--- src/rtl/si_shoot_controller_pkg.sv ---
// Shared constants and types for the player-bullet path (shooter, shift register, collision).
package si_shoot_pkg;
   localparam int ROWS  = 7;
   localparam int WIDTH = 8;
   localparam int COL_W = $clog2(WIDTH);
   localparam int ROW_W = 3;

   typedef enum logic [1:0] {
      ST_IDLE   = 2'd0,
      ST_ARMED  = 2'd1,
      ST_FLIGHT = 2'd2
   } state_t;

   function automatic logic [WIDTH-1:0] col_onehot(input logic [COL_W-1:0] col);
      col_onehot = WIDTH'(1) << col;
   endfunction
endpackage

--- src/rtl/si_shoot_controller_if.sv ---
// Bundle between the game core (master) and the shoot controller (slave).
interface si_shoot_controller_if;
   import si_shoot_pkg::*;

   logic                 SHOOT_CTRL_Enable_InHigh;
   logic                 SHOOT_CTRL_Fire_InLow;
   logic [COL_W-1:0]     SHOOT_CTRL_PlayerCol_InBus;
   logic                 SHOOT_CTRL_Hit_InHigh;
   logic                 SHOOT_CTRL_Load_OutLow;
   logic                 SHOOT_CTRL_Clear_OutLow;
   logic [WIDTH-1:0]     SHOOT_CTRL_Data_OutBus;
   logic                 SHOOT_CTRL_Busy_OutHigh;
   logic [ROW_W-1:0]     SHOOT_CTRL_Row_OutBus;

   modport master (
      output SHOOT_CTRL_Enable_InHigh, SHOOT_CTRL_Fire_InLow,
             SHOOT_CTRL_PlayerCol_InBus, SHOOT_CTRL_Hit_InHigh,
      input  SHOOT_CTRL_Load_OutLow, SHOOT_CTRL_Clear_OutLow,
             SHOOT_CTRL_Data_OutBus, SHOOT_CTRL_Busy_OutHigh, SHOOT_CTRL_Row_OutBus
   );

   modport slave (
      input  SHOOT_CTRL_Enable_InHigh, SHOOT_CTRL_Fire_InLow,
             SHOOT_CTRL_PlayerCol_InBus, SHOOT_CTRL_Hit_InHigh,
      output SHOOT_CTRL_Load_OutLow, SHOOT_CTRL_Clear_OutLow,
             SHOOT_CTRL_Data_OutBus, SHOOT_CTRL_Busy_OutHigh, SHOOT_CTRL_Row_OutBus
   );
endinterface

--- src/rtl/si_tick_divider.sv ---
// Enable-gated modulo-TICK_DIV counter; tick is high for the one cycle the count sits at TICK_DIV-1.
module si_tick_divider #(
   parameter int TICK_DIV = 2_500_000
) (
   input  logic clk,
   input  logic rst,
   input  logic en,
   output logic tick
);
   localparam int CNT_W = (TICK_DIV > 1) ? $clog2(TICK_DIV) : 1;

   logic [CNT_W-1:0] r_count;
   logic             w_at_end;

   assign w_at_end = (r_count == CNT_W'(TICK_DIV - 1));
   assign tick     = en & w_at_end;

   always_ff @(posedge clk) begin
      if (rst) begin
         r_count <= '0;
      end else if (en) begin
         if (w_at_end) begin
            r_count <= '0;
         end else begin
            r_count <= r_count + CNT_W'(1);
         end
      end else begin
         r_count <= r_count;
      end
   end
endmodule

--- src/rtl/si_shoot_controller.sv ---
// Fire button to bullet shift-register driver: one bullet in flight, registered active-low strobes.
module si_shoot_controller
   import si_shoot_pkg::*;
#(
   parameter int TICK_DIV = 2_500_000
) (
   input  logic                  SHOOT_CTRL_CLOCK_50,
   input  logic                  SHOOT_CTRL_RESET_InHigh,
   si_shoot_controller_if.slave  bus
);
   logic             w_tick;
   logic             w_fire_fall;
   logic             w_en;
   logic [COL_W-1:0] w_col;

   logic             r_sync1, r_sync2, r_sync_prev;
   state_t           r_state;
   logic [COL_W-1:0] r_col;
   logic [ROW_W-1:0] r_row;
   logic             r_busy, r_load, r_clear;
   logic [WIDTH-1:0] r_data;

   si_tick_divider #(.TICK_DIV(TICK_DIV)) u_tick (
      .clk  (SHOOT_CTRL_CLOCK_50),
      .rst  (SHOOT_CTRL_RESET_InHigh),
      .en   (w_en),
      .tick (w_tick)
   );

   assign w_en        = bus.SHOOT_CTRL_Enable_InHigh;
   assign w_col       = bus.SHOOT_CTRL_PlayerCol_InBus[COL_W-1:0];
   assign w_fire_fall = r_sync_prev & ~r_sync2;

   always_ff @(posedge SHOOT_CTRL_CLOCK_50) begin
      if (SHOOT_CTRL_RESET_InHigh) begin
         r_sync1     <= 1'b1;
         r_sync2     <= 1'b1;
         r_sync_prev <= 1'b1;
      end else begin
         r_sync1     <= bus.SHOOT_CTRL_Fire_InLow;
         r_sync2     <= r_sync1;
         r_sync_prev <= r_sync2;
      end
   end

   // Strobes default high each cycle so any low pulse lasts exactly one clock.
   always_ff @(posedge SHOOT_CTRL_CLOCK_50) begin
      if (SHOOT_CTRL_RESET_InHigh) begin
         r_state <= ST_IDLE;
         r_col   <= '0;
         r_row   <= '0;
         r_busy  <= 1'b0;
         r_load  <= 1'b1;
         r_clear <= 1'b1;
         r_data  <= '0;
      end else begin
         r_load  <= 1'b1;
         r_clear <= 1'b1;
         r_data  <= '0;
         case (r_state)
            ST_IDLE: begin
               if (w_fire_fall && w_en) begin
                  r_col   <= w_col;
                  r_busy  <= 1'b1;
                  r_state <= ST_ARMED;
               end else begin
                  r_state <= ST_IDLE;
               end
            end
            ST_ARMED: begin
               if (!w_en) begin
                  r_clear <= 1'b0;
                  r_busy  <= 1'b0;
                  r_state <= ST_IDLE;
               end else if (w_tick) begin
                  r_load  <= 1'b0;
                  r_data  <= col_onehot(r_col);
                  r_row   <= ROW_W'(1);
                  r_state <= ST_FLIGHT;
               end else begin
                  r_state <= ST_ARMED;
               end
            end
            ST_FLIGHT: begin
               // Abort and hit both beat a coincident tick: clear only, never a shift.
               if (!w_en || bus.SHOOT_CTRL_Hit_InHigh) begin
                  r_clear <= 1'b0;
                  r_row   <= '0;
                  r_busy  <= 1'b0;
                  r_state <= ST_IDLE;
               end else if (w_tick) begin
                  r_load <= 1'b0;
                  if (r_row == ROW_W'(ROWS)) begin
                     r_row   <= '0;
                     r_busy  <= 1'b0;
                     r_state <= ST_IDLE;
                  end else begin
                     r_row   <= r_row + ROW_W'(1);
                     r_state <= ST_FLIGHT;
                  end
               end else begin
                  r_state <= ST_FLIGHT;
               end
            end
            default: begin
               r_row   <= '0;
               r_busy  <= 1'b0;
               r_state <= ST_IDLE;
            end
         endcase
      end
   end

   assign bus.SHOOT_CTRL_Load_OutLow  = r_load;
   assign bus.SHOOT_CTRL_Clear_OutLow = r_clear;
   assign bus.SHOOT_CTRL_Data_OutBus  = r_data;
   assign bus.SHOOT_CTRL_Busy_OutHigh = r_busy;
   assign bus.SHOOT_CTRL_Row_OutBus   = r_row;
endmodule

--- src/flat_wrapper.sv ---
// flat-port wrapper written by rule: the top's interface ports become plain ports
module si_shoot_controller_flat import si_shoot_pkg::*;
#(
   parameter int TICK_DIV = 2_500_000
)
  (SHOOT_CTRL_CLOCK_50, SHOOT_CTRL_RESET_InHigh, bus_SHOOT_CTRL_Enable_InHigh, bus_SHOOT_CTRL_Fire_InLow, bus_SHOOT_CTRL_PlayerCol_InBus, bus_SHOOT_CTRL_Hit_InHigh, bus_SHOOT_CTRL_Load_OutLow, bus_SHOOT_CTRL_Clear_OutLow, bus_SHOOT_CTRL_Data_OutBus, bus_SHOOT_CTRL_Busy_OutHigh, bus_SHOOT_CTRL_Row_OutBus);
  si_shoot_controller_if bus_i ();
  input  logic SHOOT_CTRL_CLOCK_50;
  input  logic SHOOT_CTRL_RESET_InHigh;
  input wire logic [$bits(bus_i.SHOOT_CTRL_Enable_InHigh)-1:0] bus_SHOOT_CTRL_Enable_InHigh;
  input wire logic [$bits(bus_i.SHOOT_CTRL_Fire_InLow)-1:0] bus_SHOOT_CTRL_Fire_InLow;
  input wire logic [$bits(bus_i.SHOOT_CTRL_PlayerCol_InBus)-1:0] bus_SHOOT_CTRL_PlayerCol_InBus;
  input wire logic [$bits(bus_i.SHOOT_CTRL_Hit_InHigh)-1:0] bus_SHOOT_CTRL_Hit_InHigh;
  output wire logic [$bits(bus_i.SHOOT_CTRL_Load_OutLow)-1:0] bus_SHOOT_CTRL_Load_OutLow;
  output wire logic [$bits(bus_i.SHOOT_CTRL_Clear_OutLow)-1:0] bus_SHOOT_CTRL_Clear_OutLow;
  output wire logic [$bits(bus_i.SHOOT_CTRL_Data_OutBus)-1:0] bus_SHOOT_CTRL_Data_OutBus;
  output wire logic [$bits(bus_i.SHOOT_CTRL_Busy_OutHigh)-1:0] bus_SHOOT_CTRL_Busy_OutHigh;
  output wire logic [$bits(bus_i.SHOOT_CTRL_Row_OutBus)-1:0] bus_SHOOT_CTRL_Row_OutBus;
  assign bus_i.SHOOT_CTRL_Enable_InHigh = bus_SHOOT_CTRL_Enable_InHigh;
  assign bus_i.SHOOT_CTRL_Fire_InLow = bus_SHOOT_CTRL_Fire_InLow;
  assign bus_i.SHOOT_CTRL_PlayerCol_InBus = bus_SHOOT_CTRL_PlayerCol_InBus;
  assign bus_i.SHOOT_CTRL_Hit_InHigh = bus_SHOOT_CTRL_Hit_InHigh;
  assign bus_SHOOT_CTRL_Load_OutLow = bus_i.SHOOT_CTRL_Load_OutLow;
  assign bus_SHOOT_CTRL_Clear_OutLow = bus_i.SHOOT_CTRL_Clear_OutLow;
  assign bus_SHOOT_CTRL_Data_OutBus = bus_i.SHOOT_CTRL_Data_OutBus;
  assign bus_SHOOT_CTRL_Busy_OutHigh = bus_i.SHOOT_CTRL_Busy_OutHigh;
  assign bus_SHOOT_CTRL_Row_OutBus = bus_i.SHOOT_CTRL_Row_OutBus;
  si_shoot_controller #(.TICK_DIV(TICK_DIV)) u_core (.SHOOT_CTRL_CLOCK_50(SHOOT_CTRL_CLOCK_50), .SHOOT_CTRL_RESET_InHigh(SHOOT_CTRL_RESET_InHigh), .bus(bus_i));
endmodule
--- config.mk ---
export PLATFORM = sky130hd
export DESIGN_NAME = si_shoot_controller_flat
export DESIGN_NICKNAME = d
export VERILOG_FILES = /design/src/rtl/si_shoot_controller_pkg.sv /design/src/rtl/si_shoot_controller_if.sv /design/src/rtl/si_tick_divider.sv /design/src/rtl/si_shoot_controller.sv /design/src/flat_wrapper.sv
export SDC_FILE = /design/constraint.sdc
export NUM_CORES = 1
export LEC_CHECK = 0
export ABC_AREA = 1
export BUFFER_PORTS_ARGS = -buffer_cell sky130_fd_sc_hd__buf_2
export CORE_UTILIZATION = 50
export DETAILED_ROUTE_END_ITERATION = 10
export PLACE_DENSITY = 0.7
export SETUP_SLACK_MARGIN = 0.05
export SLEW_MARGIN = 20
export SYNTH_ARGS = -nofsm -noshare
export SYNTH_HDL_FRONTEND = slang
export SYNTH_SLANG_ARGS = --single-unit
--- constraint.sdc ---
create_clock -name SHOOT_CTRL_CLOCK_50 -period 2.16 [get_ports SHOOT_CTRL_CLOCK_50]
set_clock_uncertainty 0.1 [all_clocks]
set_input_delay 0.432 -clock SHOOT_CTRL_CLOCK_50 [delete_from_list [all_inputs] [get_ports SHOOT_CTRL_CLOCK_50]]
set_output_delay 0.432 -clock SHOOT_CTRL_CLOCK_50 [all_outputs]
set_load 0.01 [all_outputs]
==> metrics.cfg <==
[power]
p_per_area_nw_per_um2 = 618
switchingPower_w = 0.000346
p_seq_frac = 0.584
p_int_w = 0.00107
irDropWorstVdd_uv = 428
p_clk_frac = 0.372
p_comb_frac = 0.044
swShare = 0.244
cellLeakagePower_nw = 0.945
power.total_w = 0.00142

[critical_path]
crit_path_max_fanout = 5
cp-end-kind = flip-flop
critPathMaxStageDelay_ns = 0.39
crit_chain = ha_1, nand3_1, inv_1, nand3_1, nor2_1, nand4_1, nor2_1, nand2_1, nor3_1
cp-endpoint = u_core.bus.SHOOT_CTRL_Data_OutBus[2]$_SDFF_PP0_
r2r_cells = 9
cp.arrival_ns = 1.90
worst-setup-path-type = reg -> reg
path_buf_inv = 1
crit_family = simple AND/OR/NAND/NOR gates
regToRegStartpoint = u_core.u_tick.r_count[0]$_SDFFE_PP0P_
worstPathRequired_ns = 2.28
cpMaxStageDelayCell = dfxtp_1
crit_start = u_core.u_tick.r_count[0]$_SDFFE_PP0P_
start_kind = flip-flop
reg2reg_slack_ns = 0.38
worst-path-stages = 9
r2r_end = u_core.bus.SHOOT_CTRL_Data_OutBus[2]$_SDFF_PP0_

[timing]
worstMarginPinSlew_ns = 0.418
timing.final.crit_share = 0.823
slew_violations = 0
tns_ns = 0
finalCriticalPeriod_ns = 1.78
rsz0062_at_grt = false
clock.fmax_ghz = 0.562
whs_ns = 0.215
worst_slack_ns = 0.382
timing.slew.headroom = 0.719
setup_viol = 0
hold_violations = 0

[yosys]
yosysTopAreaCellShare = 0.430
ys_types = 32
synth_xor_area_frac = 0.0471
synthMuxAreaShare = 0
yosys.area_share.simple = 0.332
synth.avg_cell_area_um2 = 7.44
postSynthCellCount = 275
synth_top_cell_by_area = dfxtp_1
async_flop_share = 0
synth_nets = 290
ys_seq_area_frac = 0.430
synth_commonest_cells = 46 x nand2_1, 46 x nor2_1, 44 x dfxtp_1, 34 x inv_1, 19 x nand3_1
synth_area_leaders = dfxtp_1 43%, nand2_1 8.4%, nor2_1 8.4%, inv_1 6.2%, nand3_1 4.6%
synth_compound_area_frac = 0.0752
synthAdderAreaFrac = 0.0428
synth_top_family_by_area = simple AND/OR/NAND/NOR gates
synth_flop_cell = dfxtp_1
synth_seq_cells = 44
netlist_area_um2 = 2050
synth-edff-count = 0
yosys_warnings = 0

[placement]
dp_hpwl_um = 2990
place_congestion = 0.884
port-buffer-count = 21
dp_worst_setup_slack_ns = 0.280

[grt]
grt_pass1_vias = 1600
grt_usage = 0.205
overflow = 0
grt_pass1_wl_um = 6820
grt_max_degree = 17
antenna_found_initial = 0

[run_status]
status = finished clean

[hold_path]
whs_path_depth = 2
timing.hold.worst.class = in -> reg

[clock_tree]
clock_sinks = 44
htree_levels = 2
clockBufferDepth = 2
cts_root_buf = clkbuf_8
cts_setup_buffers = 0
cts_hold_buffers = 0
cts-buffers-inserted = 5
cts_tree = built
clock_latency_ns = 0.30
clkSlewWorstSetupHoldPaths_ns = 0.09
cts-resized-gates = 0

[die]
initial_utilization = 0.539
core-area_um2 = 3800
io_pins = 22
rows = 22
dieArea_um2 = 4350
die_w_um = 66.0
dieHeight_um = 66.0

[finish]
finalNetCount = 316
drive_above_1_share = 0.146
post-route-util = 0.605
n_antenna_cell = 0
area_growth_pct = 12.3

[detailed_routing]
route.detailed.drc = 0
drtPass1Iterations = 4
wire_per_inst_um = 11.3
via_per_inst = 5.02
wl_um = 3960
drt_iter0_markers = 70
drtAntennaViolNets = 0
vias = 1758

[job]
max_cap_violations = 0

## cell usage in the layout, fill, tap and decap left out
cell type	instances
a21oi_1	11
clkinvlp_4	2
or2_1	1
xor2_1	9
dfxtp_1	44
a21oi_4	1
nand3b_1	2
buf_2	21
o21a_1	1
inv_2	1
nand3_2	1
nor2_1	46
clkbuf_8	5
nor3_2	3
nor3_1	14
or2_2	3
nand2_1	46
o21ai_1	3
nand4_1	4
nor2_4	1
nand2_2	2
o21ai_0	9
xnor2_1	2
o211ai_1	1
ha_1	7
buf_4	1
inv_1	34
a21boi_0	1
nand4_2	1
clkinv_1	1
nor3b_1	2
nor2_2	1
nand3_1	19
nor4_1	1
clkinv_4	1
## worst min-delay path by stage
| stage | slack, ns | from | to |
|---|---|---|---|
| finish | 0.21 | bus_SHOOT_CTRL_Fire_InLow | u_core.r_sync1$_SDFF_PP1_ |
| detailed placement | 0.30 | u_core.r_sync1$_SDFF_PP1_ | u_core.r_sync2$_SDFF_PP1_ |
| floorplan | 0.29 | u_core.r_sync1$_SDFF_PP1_ | u_core.r_sync2$_SDFF_PP1_ |
| global placement | 0.30 | u_core.r_sync1$_SDFF_PP1_ | u_core.r_sync2$_SDFF_PP1_ |
| CTS | 0.21 | bus_SHOOT_CTRL_Fire_InLow | u_core.r_sync1$_SDFF_PP1_ |
| global route | 0.21 | bus_SHOOT_CTRL_Fire_InLow | u_core.r_sync1$_SDFF_PP1_ |
## routing by layer
layer | global-route usage | vias up | part of all wire
met3 | 0.0517 | 6 | 0.040
met5 | 0 | - | 0
met1 | 0.265 | 782 | 0.51
met2 | 0.329 | 33 | 0.44
met4 | 0.0718 | 0 | 0.014
li1 | - | 937 | -
## worst reg2reg max path, stage by stage (launching register included)
cell	delay, ns
dfxtp_1	0.39
ha_1	0.21
nand3_1	0.13
inv_1	0.08
nand3_1	0.06
nor2_1	0.12
nand4_1	0.13
nor2_1	0.18
nand2_1	0.13
nor3_1	0.17
## per-stage QoR
| step | cells | cell area (µm²) |
|---|---|---|
| 6_report | 350 | 2300 |
| 5_1_grt | 350 | 2300 |
| 4_1_cts | 350 | 2300 |
| 3_5_place_dp | 342 | 2210 |
| 3_3_place_gp | 342 | 2210 |
| 2_1_floorplan | 275 | 2050 |
## state kept, by name, indices dropped and copies added, names as in the netlist
name,flops
u_core.bus.SHOOT_CTRL_Busy_OutHigh,1
u_core.bus.SHOOT_CTRL_Clear_OutLow,1
u_core.bus.SHOOT_CTRL_Data_OutBus,8
u_core.bus.SHOOT_CTRL_Load_OutLow,1
u_core.bus.SHOOT_CTRL_Row_OutBus,3
u_core.r_col,3
u_core.r_state,2
u_core.r_sync1,1
u_core.r_sync2,1
u_core.r_sync_prev,1
u_core.u_tick.r_count,22
## kinds of logic after synthesis
logic type	after synthesis
and+or+nand+nor	147
xor gates and xnor gates	11
buffers and inverters	39
adders and majority gates	7
DFF	44
AOI/OAI and AO/OA	27
## power groups by stage
stage	registers, W	logic [W]	clock network [W]
after floorplan	0.000849	0.0000392	0
after global placement	0.000849	0.0000617	0
after detailed placement	0.000849	0.0000620	0
after CTS	0.000830	0.0000624	0.000542
after global routing	0.000832	0.0000705	0.000573
final	0.000830	0.0000619	0.000528
## area by class of cell
cell class	instances	area [µm²]
Inverter	36	135
Clock inverter	3	23.8
Multi-Input combinational cell	192	1020
Clock buffer	5	68.8
Sequential cell	44	881
Timing Repair Buffer	22	113
Fill cell	355	1500
Tap cell	48	60.1
(Power assumes the default switching activity.)
